## src/rtl/tile_scheduler.sv

```systemverilog
// Tile scheduler: walks an M x N_t output grid with K partial products per output tile,
// issuing one systolic-array tile matmul at a time and waiting for each to complete.
//
// state   | meaning
// IDLE    | ready for a job request
// ISSUE   | tile_start pulse with current tile addresses
// WAIT    | tile in flight, waiting for tile_done
// ADVANCE | step k (inner), n (middle), m (outer) indices
// FINISH  | job_done pulse, then back to IDLE
module tile_scheduler #(
   parameter int N  = 4,
   parameter int TW = 8
) (
   input  logic            clk,
   input  logic            n_rst,
   input  logic            cfg_valid,
   output logic            cfg_ready,
   input  logic [31:0]     cfg_x_base,
   input  logic [31:0]     cfg_w_base,
   input  logic [31:0]     cfg_o_base,
   input  logic [TW-1:0]   cfg_m_tiles,
   input  logic [TW-1:0]   cfg_k_tiles,
   input  logic [TW-1:0]   cfg_n_tiles,
   input  logic            abort,
   output logic            tile_start,
   output logic [31:0]     tile_x_addr,
   output logic [31:0]     tile_w_addr,
   output logic [31:0]     tile_o_addr,
   output logic            tile_accum,
   input  logic            tile_done,
   output logic            busy,
   output logic            job_done,
   output logic            job_aborted,
   output logic [3*TW-1:0] tiles_issued
);

   localparam logic [31:0] TILE_WORDS = 32'(N * N);

   typedef enum logic [2:0] {
      IDLE, ISSUE, WAIT, ADVANCE, FINISH
   } state_t;

   state_t              state_q, state_d;
   logic [31:0]         x_base_q, x_base_d, w_base_q, w_base_d, o_base_q, o_base_d;
   logic [TW-1:0]       m_tiles_q, m_tiles_d, k_tiles_q, k_tiles_d, n_tiles_q, n_tiles_d;
   logic [TW-1:0]       m_q, m_d, n_q, n_d, k_q, k_d;
   logic [31:0]         x_addr_q, x_addr_d, w_addr_q, w_addr_d, o_addr_q, o_addr_d;
   logic                accum_q, accum_d;
   logic                aborted_q, aborted_d;
   logic [3*TW-1:0]     issued_q, issued_d;
   logic                k_last, n_last, m_last;

   // Linear tile index scaled to words, wrapping modulo 2^32.
   function automatic logic [31:0] tile_addr(input logic [31:0] base, input logic [TW-1:0] row,
                                             input logic [TW-1:0] cols, input logic [TW-1:0] col);
      return base + (32'(row) * 32'(cols) + 32'(col)) * TILE_WORDS;
   endfunction

   always_comb begin
      state_d   = state_q;
      x_base_d  = x_base_q;
      w_base_d  = w_base_q;
      o_base_d  = o_base_q;
      m_tiles_d = m_tiles_q;
      k_tiles_d = k_tiles_q;
      n_tiles_d = n_tiles_q;
      m_d       = m_q;
      n_d       = n_q;
      k_d       = k_q;
      x_addr_d  = x_addr_q;
      w_addr_d  = w_addr_q;
      o_addr_d  = o_addr_q;
      accum_d   = accum_q;
      aborted_d = aborted_q;
      issued_d  = issued_q;
      k_last    = (k_q == k_tiles_q - 1'b1);
      n_last    = (n_q == n_tiles_q - 1'b1);
      m_last    = (m_q == m_tiles_q - 1'b1);

      case (state_q)
         IDLE: begin
            if (cfg_valid) begin
               x_base_d  = cfg_x_base;
               w_base_d  = cfg_w_base;
               o_base_d  = cfg_o_base;
               m_tiles_d = cfg_m_tiles;
               k_tiles_d = cfg_k_tiles;
               n_tiles_d = cfg_n_tiles;
               m_d       = '0;
               n_d       = '0;
               k_d       = '0;
               issued_d  = '0;
               aborted_d = 1'b0;
               if (cfg_m_tiles == '0 || cfg_k_tiles == '0 || cfg_n_tiles == '0) begin
                  state_d = FINISH;
               end else begin
                  // All indices are zero for the first tile, so addresses are the bases.
                  x_addr_d = cfg_x_base;
                  w_addr_d = cfg_w_base;
                  o_addr_d = cfg_o_base;
                  accum_d  = 1'b0;
                  state_d  = ISSUE;
               end
            end
         end
         ISSUE: begin
            issued_d = issued_q + 1'b1;
            if (abort) begin
               aborted_d = 1'b1;
               state_d   = FINISH;
            end else begin
               state_d = WAIT;
            end
         end
         WAIT: begin
            if (abort) begin
               aborted_d = 1'b1;
               state_d   = FINISH;
            end else if (tile_done) begin
               state_d = ADVANCE;
            end
         end
         ADVANCE: begin
            if (abort) begin
               aborted_d = 1'b1;
               state_d   = FINISH;
            end else if (k_last && n_last && m_last) begin
               state_d = FINISH;
            end else begin
               if (!k_last) begin
                  k_d = k_q + 1'b1;
               end else begin
                  k_d = '0;
                  if (!n_last) begin
                     n_d = n_q + 1'b1;
                  end else begin
                     n_d = '0;
                     m_d = m_q + 1'b1;
                  end
               end
               x_addr_d = tile_addr(x_base_q, m_d, k_tiles_q, k_d);
               w_addr_d = tile_addr(w_base_q, k_d, n_tiles_q, n_d);
               o_addr_d = tile_addr(o_base_q, m_d, n_tiles_q, n_d);
               accum_d  = (k_d != '0);
               state_d  = ISSUE;
            end
         end
         FINISH: begin
            state_d = IDLE;
         end
         default: begin
            state_d = IDLE;
         end
      endcase
   end

   always_ff @(posedge clk) begin
      if (n_rst) begin
         state_q   <= IDLE;
         x_base_q  <= '0;
         w_base_q  <= '0;
         o_base_q  <= '0;
         m_tiles_q <= '0;
         k_tiles_q <= '0;
         n_tiles_q <= '0;
         m_q       <= '0;
         n_q       <= '0;
         k_q       <= '0;
         x_addr_q  <= '0;
         w_addr_q  <= '0;
         o_addr_q  <= '0;
         accum_q   <= 1'b0;
         aborted_q <= 1'b0;
         issued_q  <= '0;
      end else begin
         state_q   <= state_d;
         x_base_q  <= x_base_d;
         w_base_q  <= w_base_d;
         o_base_q  <= o_base_d;
         m_tiles_q <= m_tiles_d;
         k_tiles_q <= k_tiles_d;
         n_tiles_q <= n_tiles_d;
         m_q       <= m_d;
         n_q       <= n_d;
         k_q       <= k_d;
         x_addr_q  <= x_addr_d;
         w_addr_q  <= w_addr_d;
         o_addr_q  <= o_addr_d;
         accum_q   <= accum_d;
         aborted_q <= aborted_d;
         issued_q  <= issued_d;
      end
   end

   assign cfg_ready    = (state_q == IDLE);
   assign busy         = (state_q == ISSUE) || (state_q == WAIT) || (state_q == ADVANCE);
   assign tile_start   = (state_q == ISSUE);
   assign job_done     = (state_q == FINISH);
   assign job_aborted  = aborted_q;
   assign tile_x_addr  = x_addr_q;
   assign tile_w_addr  = w_addr_q;
   assign tile_o_addr  = o_addr_q;
   assign tile_accum   = accum_q;
   assign tiles_issued = issued_q;

endmodule

```

## config.mk

```make
export PLATFORM = sky130hd
export DESIGN_NAME = tile_scheduler
export DESIGN_NICKNAME = d
export VERILOG_FILES = /design/src/rtl/tile_scheduler.sv
export SDC_FILE = /design/constraint.sdc
export NUM_CORES = 1
export LEC_CHECK = 0
export ABC_AREA = 1
export CORE_UTILIZATION = 53
export DETAILED_ROUTE_END_ITERATION = 10
export PLACE_DENSITY = 0.82
export SYNTH_ARGS = -nofsm -noshare
export SYNTH_HDL_FRONTEND = slang
export SYNTH_SLANG_ARGS = --single-unit
```

## constraint.sdc

```tcl
create_clock -name clk -period 12.6 [get_ports clk]
set_input_delay 2.52 -clock clk [delete_from_list [all_inputs] [get_ports clk]]
set_output_delay 2.52 -clock clk [all_outputs]
set_load 0.005 [all_outputs]
```

# Word-level counts from Yosys, hierarchy flattened
# Cells that the tools add are included.
[word_totals]
latch_bits = 0
output_inout_bits = 126
ram_bits = 0
romBits = 0
ff_bits = 269
n_memories = 0
[op_classes]
addsub = 13
n_mux = 57
reduce_logical = 21
n_div = 0
n_mul = 3
n_eq_ne = 13
shifts = 0
order_cmp = 0
n_bitwise = 0
[ops]
columns = ["op", "count"]
rows = [
  ["32-bit two-way mux", 12],
  ["32-bit case mux with 2 select lines", 3],
  ["8-bit two-way mux", 21],
  ["32-bit by 21-bit adder with 32-bit output", 3],
  ["16-bit by 8-bit adder with 17-bit output", 3],
  ["8-bit by 8-bit multiplier with 16-bit output", 3],
  ["24-bit case mux with 2 select lines", 1],
  ["8-bit case mux with 2 select lines", 3],
  ["24-bit by 1-bit adder with 24-bit output, second input constant", 1],
  ["8-bit by 1-bit adder with 8-bit output, second input constant", 3],
  ["8-bit equality test", 3],
  ["8-bit zero test", 3],
  ["24-bit two-way mux", 1],
  ["8-bit by 1-bit subtractor with 8-bit output, second input constant", 3],
  ["3-bit two-way mux", 7],
  ["3-bit case mux with 4 select lines", 1],
  ["2-bit inequality test, second input constant", 4],
  ["8-bit nonzero test", 1],
  ["3-bit by 2-bit equality test with 1-bit output, second input constant", 2],
  ["1-bit two-way mux", 6],
  ["2-bit AND reduction", 3],
  ["2-bit nonzero test", 3],
  ["5-bit AND reduction", 1],
  ["1-bit logical OR", 4],
  ["10 further kinds", 12],
]

# Depth between registers and ports, before layout
[depth]
ltp_word = 13
ltp_mapped = 50
depth_no_buf = 48

# Worst setup path after synthesis
# No wires, ideal clock.
[synth_timing]
path_type = "flip-flop to flip-flop"
start = "register k_tiles_q[0]"
end = "register o_addr_q[30] (netlist: tile_o_addr[30])"
stages_incl_launch_ff = 45
path_slack_ns = 5.505
arrival_time_ns = 6.983
period_less_slack_ns = 7.095
t_required_ns = 12.487
path_buffers = 2
setup_time_ns = 0.113
path_cell_list = "dfxtp_1 > inv_1 > buf_2 > ha_1 > inv_1 > nand2_1 > nand3_1 > nand2_1 > inv_1 > nand3_1 > nor2_1 > nand2_4 > nor2_8 > nand2_1 > xor2_1 > inv_1 > buf_2 > nor2_1 > [9 not listed] > a21oi_1 > o21ai_0 > a21oi_1 > nor2_1 > nor2_1 > xnor2_1 > ha_1 > nand2_1 > inv_1 > nand2_1 > inv_1 > a21oi_1 > nand3_1 > a21oi_1 > nand3b_1 > nand2_1 > nor2_1 > nor2_1"
[synth_between]
elab_chain_cells = 12
word_cells_on_any_way = 20
classes_between = "add/sub (3); mul (1); eq/ne (2); mux (11); reduce/logical (3)"
[synth_lines]
columns = ["element", "line_no", "source"]
rows = [
  ["start, declared", "45", "logic [TW-1:0] m_tiles_q, m_tiles_d, k_tiles_q, k_tiles_d, n_tiles_q, n_tiles_d;"],
  ["start signal, assigned", "181", "k_tiles_q <= k_tiles_d;"],
  ["8-bit by 1-bit subtractor with 8-bit output (*)", "76", "k_last = (k_q == k_tiles_q - 1'b1);"],
  ["8-bit equality test (*)", "76", ""],
  ["8-bit two-way mux", "130", "if (!k_last) begin"],
  ["8-bit two-way mux", "127", "end else if (k_last && n_last && m_last) begin"],
  ["8-bit two-way mux", "124", "if (abort) begin"],
  ["8-bit two-way mux", "80", "case (state_q)"],
  ["8-bit by 8-bit multiplier with 16-bit output", "56", "return base + (32'(row) * 32'(cols) + 32'(col)) * TILE_WORDS;"],
  ["16-bit by 8-bit adder with 17-bit output", "56", ""],
  ["32-bit by 21-bit adder with 32-bit output", "56", ""],
  ["32-bit two-way mux", "127", ""],
  ["32-bit two-way mux", "124", ""],
  ["32-bit case mux with 2 select lines", "80", ""],
  ["end signal, assigned", "188", "o_addr_q <= o_addr_d;"],
  ["end, declared", "47", "logic [31:0] x_addr_q, x_addr_d, w_addr_q, w_addr_d, o_addr_q, o_addr_d;"],
]
# Every way passes the cells marked *; elsewhere a longest branch is shown, timed or not. The select of a mux whose other input is x is not followed.
# A chain may end at the register's enable or synchronous reset.

# Worst setup path in the final report
[layout_timing]
start = "register n_tiles_q[1]"
end = "register o_addr_q[25] (netlist: tile_o_addr[25])"
[layout_between]
elab_chain_cells = 13
word_cells_on_any_way = 22
classes_between = "add/sub (3); mul (1); eq/ne (2); mux (13); reduce/logical (3)"
[layout_lines]
columns = ["element", "line_no", "source"]
rows = [
  ["start, declared", "45", ""],
  ["start signal, assigned", "182", "n_tiles_q <= n_tiles_d;"],
  ["8-bit by 1-bit subtractor with 8-bit output", "77", "n_last = (n_q == n_tiles_q - 1'b1);"],
  ["8-bit equality test", "77", ""],
  ["8-bit two-way mux", "134", "if (!n_last) begin"],
  ["8-bit two-way mux", "130", ""],
  ["8-bit two-way mux", "127", ""],
  ["8-bit two-way mux", "124", ""],
  ["8-bit two-way mux", "80", ""],
  ["8-bit by 8-bit multiplier with 16-bit output", "56", ""],
  ["16-bit by 8-bit adder with 17-bit output", "56", ""],
  ["32-bit by 21-bit adder with 32-bit output", "56", ""],
  ["32-bit two-way mux", "127", ""],
  ["32-bit two-way mux", "124", ""],
  ["32-bit case mux with 2 select lines", "80", ""],
]
# Parallel ways exist; a longest one is shown, timed or not. The select of a mux whose other input is x is not followed.

==> results.json <==
{
  "tot_gr_track_use_pct": 30.0,
  "route.vias.total": 23500,
  "ys_ff_latch": 269,
  "status": "finished, final reports clean",
  "cts.sink_count": 269,
  "design.die.area_um2": 45400,
  "worstPathMaxFanout": 17,
  "synth_edf_count": 0,
  "weighted_congestion_reported_at_the_end_of_routability_driven_placement": 0.985,
  "post-route-worst-setup-slack_ps": 3940,
  "p_sw_uw": 891,
  "critical_path_class": "flop to flop",
  "clk_transition_reported_paths_ps": 60,
  "clk_latency_ps": 560,
  "share_comb_of_total_power_pct": 25.1,
  "die_height_um": 213,
  "vdd.ir_drop.worst_v": 0.000107,
  "critPathCaptureType": "flop",
  "worst_r2r_startpoint": "n_tiles_q[1]",
  "final_hold_viol_count": 0,
  "power.switching_fraction_pct": 32.9,
  "wl_um": 68000,
  "hold-path-cell-count": 2,
  "min_delay_worst_endpoint": "x_base_q[2]",
  "cts-hold-fix-buffers": 0,
  "setup_violations": 0,
  "tritoncts.num_buffers": 34,
  "syn_avg_cell_area_um2": 6.54,
  "synthDominantCellAreaShare_pct": 22.8,
  "worst-r2r-setup-slack_ps": 3940,
  "routed_via_density": 5.36,
  "grt_antenna_before_repair": 0,
  "tritoncts": "yes",
  "first_global_vias": 21900,
  "fmaxAchievable_mhz": 116,
  "worst_path_cell_with_the_longest_stage_delay": "dfxtp_1",
  "post-cts-setup-buffer-count": 0,
  "power.density_nw_per_um2": 98.7,
  "aggregate_negative_setup_slack_ps": 0,
  "rows": 76,
  "slew-limit-headroom_pct": 27.4,
  "worst_hold_path_type": "flop to flop",
  "postPlaceCellArea_um2": 26300,
  "holdWs_ps": 446,
  "final_cells": 4379,
  "post_synth_num_cell_types": 57,
  "proportion_of_synthesized_flip_flops_having_asynchronous_set_or_reset_pct": 0,
  "ios": 251,
  "first_pass_grt_wire_length_um": 109000,
  "cell_internal_pwr_mw": 1.82,
  "dp.cells": 4320,
  "drt_first_iter_violations": 2012,
  "core_area_um2": 43500,
  "detailed_place_hpwl_um": 50200,
  "syn_area_um2": 23600,
  "top_cells_by_area_in_the_synthesized_netlist": "dfxtp_1, nand2_1, fa_1",
  "worst-endpoint-required_ps": 13090,
  "fillers": 3980,
  "timing.final.max_slew_violations": 0,
  "synth_fp_nets": 4052,
  "cts_htree_levels": 2,
  "nets": 4211,
  "die_x_um": 213,
  "cp_slowest_stage_delay_ps": 720,
  "diodes": 0,
  "synthCells": 3612,
  "setup.worst_path.start_class": "flop",
  "grt_setup_unrepaired": "false",
  "cts_repair_resize_count": 0,
  "clk_root_buffer_cell": "clkbuf_16",
  "drc": 0,
  "seq_total_area_yosys_pct": 22.8,
  "p_clk_share_pct": 37.2,
  "detailedRoute.firstPassIterationCount": 6,
  "area_growth_syn_to_layout_pct": 16.2,
  "ctsLongestPathBuffers": 3,
  "worstHoldStart": "x_base_q[2]",
  "ys.flop_type": "dfxtp_1",
  "regToRegEndpoint": "tile_o_addr[25]",
  "worst_ep_arrival_time_ps": 9150,
  "start_util_pct": 54.3,
  "global_route.overflow_total": 0,
  "worst_slew_pin_slew_ps": 1080,
  "rr_worst_depth": 42,
  "layout-drive-gt1-share_pct": 3.29,
  "power.static_leakage_nw": 13.7,
  "input_output_buffers": 250,
  "detailedPlace.worstSlack_ps": 4140,
  "post-route-cell-area_um2": 27400,
  "fraction_of_power_consumed_by_sequential_logic_pct": 37.7,
  "timing.max_cap.violations": 0,
  "drt.antenna.violating_nets": 0,
  "post-route-period-util_pct": 68.7,
  "netlist.top_cell.by_area": "dfxtp_1",
  "skew_final_ps": 21.0,
  "wl_per_cell_um": 15.5,
  "synth-warning-count": 0,
  "period_needed_ps": 8660,
  "grt_max_degree": 138
}
## power by group through the flow
stage                     Combinational (mW)  Clock (mW)  Sequential, mW
after detailed placement               0.672           0            1.04
final                                  0.680        1.01            1.02
after global placement                 0.663           0            1.04
after global routing                   0.763        1.05            1.03
after floorplan                        0.437           0            1.02
after CTS                              0.678        1.02            1.02
## critical path, delay by kind of cell, from the launching register on
| kind | cells | cell delay, ps |
|---|---|---|
| flip-flops | 1 | 720 |
| buffers and inverters | 7 | 870 |
| adder cells (fa/ha/maj) | 7 | 3050 |
| AO/OA/AOI/OAI | 7 | 1180 |
| AND/OR/NAND/NOR | 19 | 2100 |
| XOR/XNOR | 2 | 640 |
## stage by stage
step / util [%] / total power, mW
2_1_floorplan: - / 1.45
5_1_grt: 63.1 / 2.85
3_5_place_dp: 60.5 / 1.71
6_report: 63.1 / 2.71
3_3_place_gp: 60.5 / 1.70
4_1_cts: 63.1 / 2.72
## cells by family (layout without fill, tap and decap cells)
| kind of cell | Yosys count | count (layout) | share of synthesized area (%) |
|---|---|---|---|
| AOI/OAI and AO/OA | 533 | 533 | 11.8 |
| xor gates and xnor gates | 76 | 76 | 2.88 |
| adders and majority gates | 315 | 315 | 21.0 |
| buffers and inverters | 678 | 860 | 11.4 |
| DFF | 269 | 269 | 22.8 |
| and+or+nand+nor | 1741 | 1741 | 30.1 |
## synthesized netlist by cell type, types with 2 or more instances
cell type / count
nand2_1: 878
nor2_1: 581
inv_1: 525
dfxtp_1: 269
o21ai_0: 258
a21oi_1: 229
ha_1: 180
nand3_1: 151
fa_1: 135
clkbuf_1: 93
xor2_1: 46
nand4_1: 35
nor3_1: 28
xnor2_1: 28
buf_2: 19
nor4_1: 17
inv_2: 14
or2_2: 14
nand3b_1: 13
buf_4: 11
buf_6: 11
nor2_2: 8
o211ai_1: 7
a21boi_0: 6
a31oi_1: 6
o21bai_1: 6
a21o_1: 5
nor2_4: 3
o221ai_1: 3
a221oi_1: 2
buf_1: 2
nand2_4: 2
nand3_2: 2
o21ai_1: 2
## worst max path at each step
stage	startpoint	endpoint	slack [ps]	depth (start not counted)
after global placement	n_tiles_q[1]	tile_o_addr[30]	4320	42
after global routing	n_tiles_q[1]	tile_o_addr[30]	3270	40
after floorplan	k_tiles_q[0]	tile_o_addr[30]	5500	44
final	n_tiles_q[1]	tile_o_addr[25]	3940	42
after detailed placement	n_tiles_q[1]	tile_o_addr[30]	4140	40
after CTS	n_tiles_q[1]	tile_o_addr[25]	4090	42
## placed cells by master (no fill, tap or decap), types with 3 or more instances in the layout
cell type / Yosys / routed
or2_2: 14 / 14
xnor2_1: 28 / 28
ha_1: 180 / 180
buf_4: 11 / 10
nand2_1: 878 / 878
a21boi_0: 6 / 6
clkbuf_16: 0 / 35
clkdlybuf4s50_1: 0 / 250
a21oi_1: 229 / 229
a21o_1: 5 / 5
xor2_1: 46 / 46
clkbuf_8: 0 / 8
nor2_4: 3 / 4
o21ai_0: 258 / 258
o221ai_1: 3 / 3
dfxtp_1: 269 / 269
nand4_1: 35 / 35
a31oi_1: 6 / 6
nor4_1: 17 / 17
inv_2: 14 / 14
fa_1: 135 / 135
clkbuf_1: 93 / 3
clkinv_2: 0 / 7
nor3_1: 28 / 26
nor2_2: 8 / 8
o21bai_1: 6 / 6
nor2_1: 581 / 580
nand3_1: 151 / 151
o211ai_1: 7 / 7
nand3b_1: 13 / 13
inv_1: 525 / 522
## area by class of cell
cell class              instances  area, um^2  area share (%)
flip-flops and latches        269        5390            19.6
multi-input cells            2665       15600            56.7
clock inverters                13         143           0.520
well taps                     585         732            2.67
inverters                     541        2050            7.46
repair buffers                260        2580            9.40
clock buffers                  46         997            3.63
## layer usage
| metal | vias up | track usage [%] | share of wire (%) |
|---|---|---|---|
| li1 | 11700 | - | - |
| met1 | 10800 | 37.6 | 42 |
| met2 | 836 | 50.2 | 47 |
| met3 | 203 | 4.71 | 6.7 |
| met4 | 0 | 14.8 | 4.8 |
| met5 | - | 0 | 0 |
## registers in the layout, summed over array words and instances, names as in the netlist, 3 cells and up
register / cells
k_q: 8
n_tiles_q: 8
m_q: 8
n_q: 8
w_base_q: 32
k_tiles_q: 8
state_q: 3
tiles_issued: 24
x_base_q: 32
m_tiles_q: 8
o_base_q: 32
tile_o_addr: 32
tile_x_addr: 32
tile_w_addr: 32
No activity file was read; power rests on OpenSTA's default activity.
